**src/rtl/sfx_sequencer_if.sv**
```systemverilog
// Game-side signals seen by the sound-effect sequencer: status/score/button/mute in, audio/busy out.
// master = control/top-level side, slave = the sequencer.
interface sfx_sequencer_if;
   logic [1:0]  status;
   logic [15:0] score;
   logic        up;
   logic        mute;
   logic        audio;
   logic        busy;

   modport master (output status, score, up, mute, input audio, busy);
   modport slave  (input status, score, up, mute, output audio, busy);
endinterface

```
**src/rtl/sfx_sequencer.sv**
```systemverilog
// Square-wave jingle player (FLAP / COIN / DEATH) driven by game events, notes from an internal ROM.
// Optional feature macro: SFX_FLAP_EN (flap blip detection and its ROM entry).
module sfx_sequencer #(
   parameter int NOTE_TICKS = 5_000_000,
   parameter int TONE_SHIFT = 0
) (
   input logic            clk,
   input logic            rst,
   sfx_sequencer_if.slave sfx
);
   typedef enum logic {ST_IDLE, ST_PLAY} state_e;

   // Encoding order is the priority order, so preemption is a plain >= compare.
   typedef enum logic [1:0] {
      FX_NONE  = 2'd0,
      FX_FLAP  = 2'd1,
      FX_COIN  = 2'd2,
      FX_DEATH = 2'd3
   } fx_e;

   // Entry = {half_period[17:0], units[2:0]}; half_period 0 is a rest.
   function automatic logic [20:0] note_rom(input fx_e fx, input logic [2:0] idx);
      logic [20:0] e;
      e = '0;
      case (fx)
`ifdef SFX_FLAP_EN
         FX_FLAP: e = {18'd56818, 3'd1};
`endif
         FX_COIN: begin
            case (idx)
               3'd0:    e = {18'd50607, 3'd1};
               default: e = {18'd37908, 3'd3};
            endcase
         end
         FX_DEATH: begin
            case (idx)
               3'd0:    e = {18'd113636, 3'd2};
               3'd1:    e = {18'd151515, 3'd2};
               3'd2:    e = {18'd0,      3'd1};
               3'd3:    e = {18'd190840, 3'd2};
               default: e = {18'd255102, 3'd4};
            endcase
         end
         default: e = '0;
      endcase
      return e;
   endfunction

   function automatic logic [2:0] last_note(input fx_e fx);
      case (fx)
         FX_COIN:  return 3'd1;
         FX_DEATH: return 3'd4;
         default:  return 3'd0;
      endcase
   endfunction

   state_e      r_state;
   fx_e         r_fx;
   logic [2:0]  r_note;
   logic [31:0] r_dur_cnt;
   logic [17:0] r_tone_cnt;
   logic        r_tone;
   logic [15:0] r_score_q;
   logic [1:0]  r_status_q;

   state_e      w_state_nxt;
   fx_e         w_fx_nxt;
   logic [2:0]  w_note_nxt;
   logic        w_load;
   fx_e         w_new_fx;
   logic        w_start;
   logic        w_death;
   logic        w_coin;
   logic        w_flap;
   logic [20:0] w_rom;
   logic [17:0] w_half;
   logic [31:0] w_dur_limit;
   logic        w_dur_done;
   logic        w_last;

   assign w_rom       = note_rom(r_fx, r_note);
   assign w_half      = w_rom[20:3] >> TONE_SHIFT;
   assign w_dur_limit = 32'(w_rom[2:0]) * 32'(NOTE_TICKS) - 32'd1;
   assign w_dur_done  = (r_dur_cnt == w_dur_limit);
   assign w_last      = (r_note == last_note(r_fx));

   assign w_death = (r_status_q == 2'b01) && (sfx.status == 2'b10);
   assign w_coin  = (sfx.status == 2'b01) && (sfx.score != r_score_q);

`ifdef SFX_FLAP_EN
   logic r_up_q;

   always_ff @(posedge clk or negedge rst) begin
      if (!rst) r_up_q <= 1'b0;
      else      r_up_q <= sfx.up;
   end

   assign w_flap = (sfx.status == 2'b01) && sfx.up && !r_up_q;
`else
   assign w_flap = 1'b0;
`endif

   // NOTE: every state element uses non-blocking assignment so all registers update from pre-edge values.
   always_ff @(posedge clk or negedge rst) begin
      if (!rst) begin
         r_score_q  <= '0;
         r_status_q <= 2'b00;
      end else begin
         r_score_q  <= sfx.score;
         r_status_q <= sfx.status;
      end
   end

   always_comb begin
      w_new_fx = FX_NONE;
      if      (w_death) w_new_fx = FX_DEATH;
      else if (w_coin)  w_new_fx = FX_COIN;
      else if (w_flap)  w_new_fx = FX_FLAP;
   end

   assign w_start = (w_new_fx != FX_NONE) && ((r_state == ST_IDLE) || (w_new_fx >= r_fx));

   // NOTE: defaults are assigned first so no path leaves an output unassigned (no latch).
   always_comb begin
      w_state_nxt = r_state;
      w_fx_nxt    = r_fx;
      w_note_nxt  = r_note;
      w_load      = 1'b0;
      if (w_start) begin
         w_state_nxt = ST_PLAY;
         w_fx_nxt    = w_new_fx;
         w_note_nxt  = 3'd0;
         w_load      = 1'b1;
      end else if ((r_state == ST_PLAY) && w_dur_done) begin
         if (w_last) begin
            w_state_nxt = ST_IDLE;
            w_fx_nxt    = FX_NONE;
            w_note_nxt  = 3'd0;
         end else begin
            w_note_nxt = r_note + 3'd1;
            w_load     = 1'b1;
         end
      end
   end

   always_ff @(posedge clk or negedge rst) begin
      if (!rst) begin
         r_state <= ST_IDLE;
         r_fx    <= FX_NONE;
         r_note  <= 3'd0;
      end else begin
         r_state <= w_state_nxt;
         r_fx    <= w_fx_nxt;
         r_note  <= w_note_nxt;
      end
   end

   // Note and tone timers restart on every note load and are held clear while idle.
   always_ff @(posedge clk or negedge rst) begin
      if (!rst) begin
         r_dur_cnt  <= '0;
         r_tone_cnt <= '0;
         r_tone     <= 1'b0;
      end else if (w_load || (w_state_nxt == ST_IDLE)) begin
         r_dur_cnt  <= '0;
         r_tone_cnt <= '0;
         r_tone     <= 1'b0;
      end else begin
         r_dur_cnt <= r_dur_cnt + 32'd1;
         if (w_half == 18'd0) begin
            r_tone_cnt <= '0;
            r_tone     <= 1'b0;
         end else if (r_tone_cnt == w_half - 18'd1) begin
            r_tone_cnt <= '0;
            r_tone     <= ~r_tone;
         end else begin
            r_tone_cnt <= r_tone_cnt + 18'd1;
         end
      end
   end

   assign sfx.busy  = (r_state == ST_PLAY);
   assign sfx.audio = r_tone & ~sfx.mute & (r_state == ST_PLAY);
endmodule

```
**src/flat_wrapper.sv**
```systemverilog
// flat-port wrapper written by rule: the top's interface ports become plain ports
module sfx_sequencer_flat 
#(
   parameter int NOTE_TICKS = 5_000_000,
   parameter int TONE_SHIFT = 0
)
  (clk, rst, sfx_status, sfx_score, sfx_up, sfx_mute, sfx_audio, sfx_busy);
  sfx_sequencer_if sfx_i ();
  input logic clk;
  input logic rst;
  input wire logic [$bits(sfx_i.status)-1:0] sfx_status;
  input wire logic [$bits(sfx_i.score)-1:0] sfx_score;
  input wire logic [$bits(sfx_i.up)-1:0] sfx_up;
  input wire logic [$bits(sfx_i.mute)-1:0] sfx_mute;
  output wire logic [$bits(sfx_i.audio)-1:0] sfx_audio;
  output wire logic [$bits(sfx_i.busy)-1:0] sfx_busy;
  assign sfx_i.status = sfx_status;
  assign sfx_i.score = sfx_score;
  assign sfx_i.up = sfx_up;
  assign sfx_i.mute = sfx_mute;
  assign sfx_audio = sfx_i.audio;
  assign sfx_busy = sfx_i.busy;
  sfx_sequencer #(.NOTE_TICKS(NOTE_TICKS), .TONE_SHIFT(TONE_SHIFT)) u_core (.clk(clk), .rst(rst), .sfx(sfx_i));
endmodule
```
**config.mk**
```make
export PLATFORM = sky130hd
export DESIGN_NAME = sfx_sequencer_flat
export DESIGN_NICKNAME = d
export VERILOG_FILES = /design/src/rtl/sfx_sequencer_if.sv /design/src/rtl/sfx_sequencer.sv /design/src/flat_wrapper.sv
export SDC_FILE = /design/constraint.sdc
export NUM_CORES = 1
export LEC_CHECK = 0
export BUFFER_PORTS_ARGS = -buffer_cell sky130_fd_sc_hd__buf_2
export CORE_MARGIN = 2
export CORE_UTILIZATION = 57
export DETAILED_ROUTE_END_ITERATION = 16
export PLACE_DENSITY = 0.78
export SLEW_MARGIN = 20
export SYNTH_ARGS = -nofsm -noshare
export SYNTH_HDL_FRONTEND = slang
export SYNTH_SLANG_ARGS = --single-unit
```
**constraint.sdc**
```tcl
create_clock -name clk -period 4.6 [get_ports clk]
set_input_delay 0.92 -clock clk [delete_from_list [all_inputs] [get_ports clk]]
set_output_delay 0.92 -clock clk [all_outputs]
set_load 0.01 [all_outputs]
```
==> results_dict.tcl, run 1 <==
set metrics [dict create \
    fin_cells 769 \
    final_nets 697 \
    io_pins 24 \
    power.static_leakage_nw 2.82 \
    rows 35 \
    top_usage_layer "met2" \
    synth_cell_types 76 \
    synth_top_area_frac 0.354 \
    cts_tree "done" \
    synthFlopType "dfrtp_1" \
    gr-total-overflow 0 \
    use_met2 0.458 \
    reg2reg_slack_ns 0.06 \
    synth-edff-count 0 \
    place.gp.congestion 0.881 \
    yosys-top-cells-area "dfrtp_1, xnor2_1, xor2_1" \
    grt_usage 0.273 \
    met1_usage 0.358 \
    fp.coreArea_um2 9150 \
    worstMarginPinSlew_ns 0.926 \
    cts_sinks 75 \
    finalInstanceArea_um2 6450 \
    crit_path_end_kind "register" \
    post-dp-hpwl_mm 9.29 \
    synth_warnings 0 \
    initialDrtViolationCount 379 \
    num_vias 4784 \
    cts_buffers 9 \
    start_util 0.580 \
    max_freq_ghz 0.220 \
    grt_max_degree 76 \
    netlist_instances 584 \
    critical_path_arrival_ns 4.78 \
    ff2ff_path_depth 16 \
    dr.pass1.iters 5 \
    setup-violations-final 0 \
    syn_nets 628 \
    seq_area_frac_synth 0.354 \
    slew_headroom 0.383 \
    drv_cap 0 \
    worstSetupStartpointType "register" \
    vias_per_cell 6.22 \
    wl_per_cell_um 17.8 \
    drc_errors 0 \
    power_density_nw_per_um2 437 \
    area_growth_syn_to_layout_pct 21.5 \
    fin_util 0.705 \
    outcome "finished, final reports clean" \
    root_buffer "clkbuf_8" \
    drive_gt1_frac 0.233 \
    dp.cells 743 \
    avgSynthCellArea_um2 9.09 \
    clk_latency_ns 0.36 \
    setup_slack_ns 0.0587 \
    place_area_um2 5840 \
    routed_wirelength_mm 13.7 \
    ys_ff_latch 75 \
    min_path_cells 1 \
    synth_area_leader_cell "dfrtp_1" \
    netlist_area_um2 5310 \
    holdCritPathClass "register to register" \
    place_ws_ns -0.152 \
    dieArea_um2 10100 \
    ant_nets 0 \
    h-tree-depth 3 \
    grt_pass1_vias 4522 \
    slew_viol_final 0 \
    die_h_um 100 \
    antenna-diode-count 0 \
    hold_buffers 0 \
    clk_path_buf_depth 2 \
    io_buffers 22 \
    cp.required_ns 4.84 \
    clk_pin_slew_ns 0.09 \
    die_w_um 100 \
    fin_crit_sh 0.987 \
    critical_path.max_fanout 5 \
    final-hold-violation-count 0 \
    use_met3 0.0499 \
    antenna_found_initial 0 \
    fin_crit_ns 4.54 \
    clock-skew-final_ns 0.0142 \
    ys_async_sr_fraction 1.00 \
    critPathKind "register to register" \
    peakVddDrop_mv 0.232 \
    whs_ns 0.495 \
    grt_pass1_wl_mm 21.8 \
]
==> placed cells by master, fill, tap and decap left out, types with 4 or more instances in the layout <==
cell	n
nand2_1	38
ha_4	9
xnor2_1	59
buf_6	4
buf_4	49
nor3_1	15
nor4_1	5
ha_1	8
dfrtp_1	73
inv_2	5
nor2b_1	6
o211ai_1	5
buf_2	21
inv_1	11
a21oi_1	16
ha_2	4
nand2b_1	9
and3_1	17
nor3b_1	5
nand4_1	11
o21ai_0	10
nand3_1	40
xor2_1	35
clkbuf_8	9
a31oi_1	4
nor2_1	79
==> path summary, 6_finish.rpt <==
| kind | from | endpoint |
|---|---|---|
| max | u_core.r_note[0]$_DFFE_PN0P_ | u_core.r_note[0]$_DFFE_PN0P_ |
| min | u_core.r_dur_cnt[0]$_DFF_PN0_ | u_core.r_dur_cnt[0]$_DFF_PN0_ |
| max reg2reg | u_core.r_note[0]$_DFFE_PN0P_ | u_core.r_note[0]$_DFFE_PN0P_ |
| min reg2reg | u_core.r_dur_cnt[0]$_DFF_PN0_ | u_core.r_dur_cnt[0]$_DFF_PN0_ |
| max in group asynchronous | rst | u_core.r_note[0]$_DFFE_PN0P_ |
| min in group asynchronous | rst | u_core.r_dur_cnt[20]$_DFF_PN0_ |
==> layout make-up <==
| class | count | area [um^2] |
|---|---|---|
| Multi-Input combinational cell | 471 | 3550 |
| Timing Repair Buffer | 78 | 611 |
| Tap cell | 111 | 139 |
| Clock buffer | 9 | 124 |
| Inverter | 18 | 75.1 |
| Fill cell | 671 | 2700 |
| Sequential cell | 75 | 1880 |
| Clock inverter | 7 | 68.8 |
==> power breakdown <==
group / switching (mW) / internal [mW] / total [mW]
sequential: 0.0800 / 0.726 / 0.806
clock: 0.299 / 0.210 / 0.509
combinational: 0.806 / 0.698 / 1.50
==> through the flow <==
stage          power, mW  setup TNS [ns]
5_1_grt             2.97          -0.392
6_report            2.82               0
4_1_cts             2.61         -0.0144
2_1_floorplan       1.67               0
3_5_place_dp        2.06           -6.52
3_3_place_gp        2.01          -0.222
==> worst max-delay path, cell delays in order, from the launching register on <==
cell and delay [ns]:
dfrtp_2 0.49, ha_4 0.18, ha_2 0.18, or4_4 0.56
clkinv_4 0.09, ha_4 0.14, ha_4 0.14, fa_2 0.48
nor3_4 0.21, nor2b_4 0.20, o2111ai_4 0.14, or4_1 0.57
nand4_1 0.14, o211ai_4 0.14, buf_6 0.15, nor3_4 0.29
mux2_4 0.33
==> what timing repair did <==
item                                    in CTS  in global routing
gates cloned                                 1                  1
resized for setup                           10                 50
pin swaps                                    9                 14
buffers inserted                             4                  4
endpoints found under the setup margin      57                 57
==> metal layers <==
| layer | share of wire | wire, um | vias up |
|---|---|---|---|
| met5 | 0 | 0 | - |
| met4 | 0.027 | 366 | 0 |
| met1 | 0.42 | 5760 | 2334 |
| met2 | 0.48 | 6640 | 212 |
| li1 | - | - | 2201 |
| met3 | 0.068 | 933 | 37 |
==> cells in the mapped netlist (all sizes together), types with 4 or more instances <==
library cell,instances
a31oi,4
dfrtp,75
and3,17
nand3,40
nand4,11
nor2b,7
nand2,38
xnor2,60
o211ai,6
o21ai,14
o2111ai,4
nand2b,10
buf,7
inv,17
ha,21
a21oi,17
nor3,18
xor2,37
nor3b,5
clkbuf,13
nor4,7
or3,4
nor2,80
==> sequential cells by signal, summed over array words and instances (netlist names) <==
name	flops
u_core.r_fx	2
u_core.r_note	3
u_core.r_tone_cnt	18
u_core.r_score_q	16
u_core.sfx.busy	1
u_core.r_tone	1
u_core.r_dur_cnt	32
u_core.r_status_q	2
==> logic make-up after synthesis <==
logic type / synth area share
AOI/OAI and AO/OA: 0.124
xor gates and xnor gates: 0.174
adders and majority gates: 0.0533
buffers and inverters: 0.0351
DFF: 0.354
muxes: 0.0120
and+or+nand+nor: 0.248
No activity file was read; power rests on OpenSTA's default activity.
==> run 2, diff against run 1 <==
--- a/config.mk
+++ b/config.mk
@@ -5,11 +5,12 @@
 export SDC_FILE = /design/constraint.sdc
 export NUM_CORES = 1
 export LEC_CHECK = 0
+export ABC_AREA = 1
 export BUFFER_PORTS_ARGS = -buffer_cell sky130_fd_sc_hd__buf_2
 export CORE_MARGIN = 2
-export CORE_UTILIZATION = 57
+export CORE_UTILIZATION = 55
 export DETAILED_ROUTE_END_ITERATION = 16
-export PLACE_DENSITY = 0.78
+export PLACE_DENSITY = 0.75
 export SLEW_MARGIN = 20
 export SYNTH_ARGS = -nofsm -noshare
 export SYNTH_HDL_FRONTEND = slang
==> run 2 against run 1 <==
Net effect: via count up 16%; count of clock-buffer cells in the layout did not move; largest power group is now sequential cells; largest cell class unchanged; die area is 16% higher; critical path type unchanged.
==> results_dict.tcl, run 2 <==
set metrics [dict create \
    fin_crit_ns 4.33 \
    crit_family "simple AND/OR/NAND/NOR gates" \
    cts_sinks 75 \
    fin_util 0.626 \
    clock_power_share 0.296 \
    power.static_leakage_nw 3.24 \
    largest_registers "u_core.r_dur_cnt x32, u_core.r_tone_cnt x18, u_core.r_score_q x16" \
    grt_max_degree 76 \
    total_power_mw 1.92 \
    switching_share 0.367 \
    power_density_nw_per_um2 286 \
    post-dp-hpwl_mm 10.4 \
    min_from "u_core.r_dur_cnt[0]$_DFF_PN0_" \
    mostFrequentLayoutCells "nand2_1, inv_1, nor2_1, dfrtp_1, nand3_1" \
    setup_tns_ns 0 \
    worstSetupStartpointType "register" \
    final_nets 951 \
    clk_latency_ns 0.38 \
    place_area_um2 6310 \
    dieArea_um2 11700 \
    synth_top_area_frac 0.313 \
    root_buffer "clkbuf_8" \
    ys_async_sr_fraction 1.00 \
    netlist_area_um2 5990 \
    fin_crit_sh 0.942 \
    wl_met1_mm 6.65 \
    ys_ff_latch 75 \
    synthFlopType "dfrtp_1" \
    area_growth_syn_to_layout_pct 12.3 \
    routed_wirelength_mm 14.0 \
    place_ws_ns 0.0816 \
    drv_cap 0 \
    final-hold-violation-count 0 \
    yosys-top-cells-area "dfrtp_1, nand2_1, inv_1" \
    ys_top_cells_by_count "nand2_1, inv_1, nor2_1" \
    slew_viol_final 0 \
    initialDrtViolationCount 396 \
    netlist_instances 864 \
    fillers 1014 \
    p_int_mw 1.22 \
    reg2reg_from "u_core.r_note[2]$_DFFE_PN0P_" \
    cp.required_ns 4.88 \
    routed.top_layer "met4" \
    clk_pin_slew_ns 0.09 \
    synth-edff-count 0 \
    die_w_um 108 \
    drive_gt1_frac 0.162 \
    gr-total-overflow 0 \
    vias_per_cell 5.28 \
    pwr-share-comb 0.304 \
    num_vias 5559 \
    regMostFlops "u_core.r_dur_cnt" \
    critical_path_arrival_ns 4.61 \
    critPathKind "register to register" \
    ant_nets 0 \
    outcome "finished, final reports clean" \
    drc_errors 0 \
    yosysMostFrequentCell "nand2_1" \
    final_common_cell "nand2_1" \
    clock-skew-final_ns 0.0117 \
    cpPeakStageDelay_ns 0.45 \
    antenna_found_initial 0 \
    fp.coreArea_um2 10700 \
    grt_pass1_wl_mm 23.0 \
    syn_nets 908 \
    startpoint "u_core.r_note[2]$_DFFE_PN0P_" \
    critical_path.max_fanout 9 \
    worstMarginPinSlew_ns 0.923 \
    crit_path_top_delay_cell "dfrtp_1" \
    antenna-diode-count 0 \
    crit_path_end_kind "register" \
    finalInstanceArea_um2 6730 \
    setup_slack_ns 0.267 \
    max_freq_ghz 0.231 \
    route.met2.wl_mm 6.44 \
    grt_usage 0.248 \
    synth_area_leader_cell "dfrtp_1" \
    crit_path_frequent_cell "nand2_1" \
    start_util 0.558 \
    min_path_cells 1 \
    p_seq_frac 0.401 \
    ff2ff_path_depth 28 \
    rows 38 \
    h-tree-depth 3 \
    cts_buffers 9 \
    crit_cells 28 \
    io_pins 24 \
    wl_per_cell_um 13.3 \
    synth_warnings 0 \
    peakVddDrop_mv 0.231 \
    timing.critical_path.buf_inv 8 \
    cts_tree "done" \
    hold_buffers 0 \
    io_buffers 22 \
    place.gp.congestion 0.987 \
    holdCritPathClass "register to register" \
    largest_reg_flops 32 \
    setup-violations-final 0 \
    die_h_um 108 \
    avgSynthCellArea_um2 6.94 \
    grt_pass1_vias 4997 \
    synth_cell_types 44 \
    wl_met3_um 672 \
    clk_path_buf_depth 2 \
    slew_headroom 0.369 \
    dr.pass1.iters 5 \
    seq_area_frac_synth 0.313 \
    power.switching_uw 706 \
]
-- run 2: layout make-up --
| cell class | count | area [um^2] | share of cell area |
|---|---|---|---|
| timing repair buffer | 42 | 327 | 0.0485 |
| clock buffer | 9 | 124 | 0.0184 |
| inverter | 127 | 482 | 0.0716 |
| multi-input combinational | 652 | 3650 | 0.543 |
| sequential | 75 | 1880 | 0.279 |
| clock inverter | 7 | 91.3 | 0.0136 |
| tap | 140 | 175 | 0.0260 |
-- run 2: worst paths after layout --
kind                                             endpoint  slack, ns
hold / removal              u_core.r_dur_cnt[0]$_DFF_PN0_       0.49
hold reg to reg             u_core.r_dur_cnt[0]$_DFF_PN0_       0.49
setup / recovery           u_core.r_tone_cnt[1]$_DFF_PN0_       0.27
max in group asynchronous    u_core.r_note[0]$_DFFE_PN0P_       3.27
setup reg to reg           u_core.r_tone_cnt[1]$_DFF_PN0_       0.27
min in group asynchronous  u_core.r_dur_cnt[11]$_DFF_PN0_       0.69
-- run 2: repair_timing --
item / CTS / global route
setup endpoints to repair: 0 / 57
buffers inserted: 0 / 7
resized for setup: 0 / 26
-- run 2: through the flow --
step / hold WS (ns) / cells
floorplan: 0.450 / 864
global placement: 0.477 / 1027
detailed placement: 0.479 / 1027
CTS: 0.492 / 1043
global route: 0.522 / 1052
finish: 0.490 / 1052
-- run 2: kinds of logic after synthesis --
logic type | count (synthesis) | share of synthesized area
compound gates | 44 | 0.0426
xor+xnor | 68 | 0.101
fa+ha+maj | 22 | 0.0472
buf+inv | 137 | 0.0931
flops | 75 | 0.313
simple gates | 518 | 0.403
-- run 2: routing by layer --
metal / GRT usage / vias up
li1: - / 2826
met1: 0.345 / 2564
met2: 0.396 / 147
met3: 0.0476 / 22
met4: 0.0714 / 0
met5: 0 / -
-- run 2: power by group through the flow --
stage	registers, mW	logic [mW]	clock network [mW]
global placement	0.781	0.539	0
floorplan	0.770	0.429	0
CTS	0.769	0.554	0.583
detailed placement	0.781	0.549	0
finish	0.770	0.584	0.568
global route	0.779	0.663	0.603
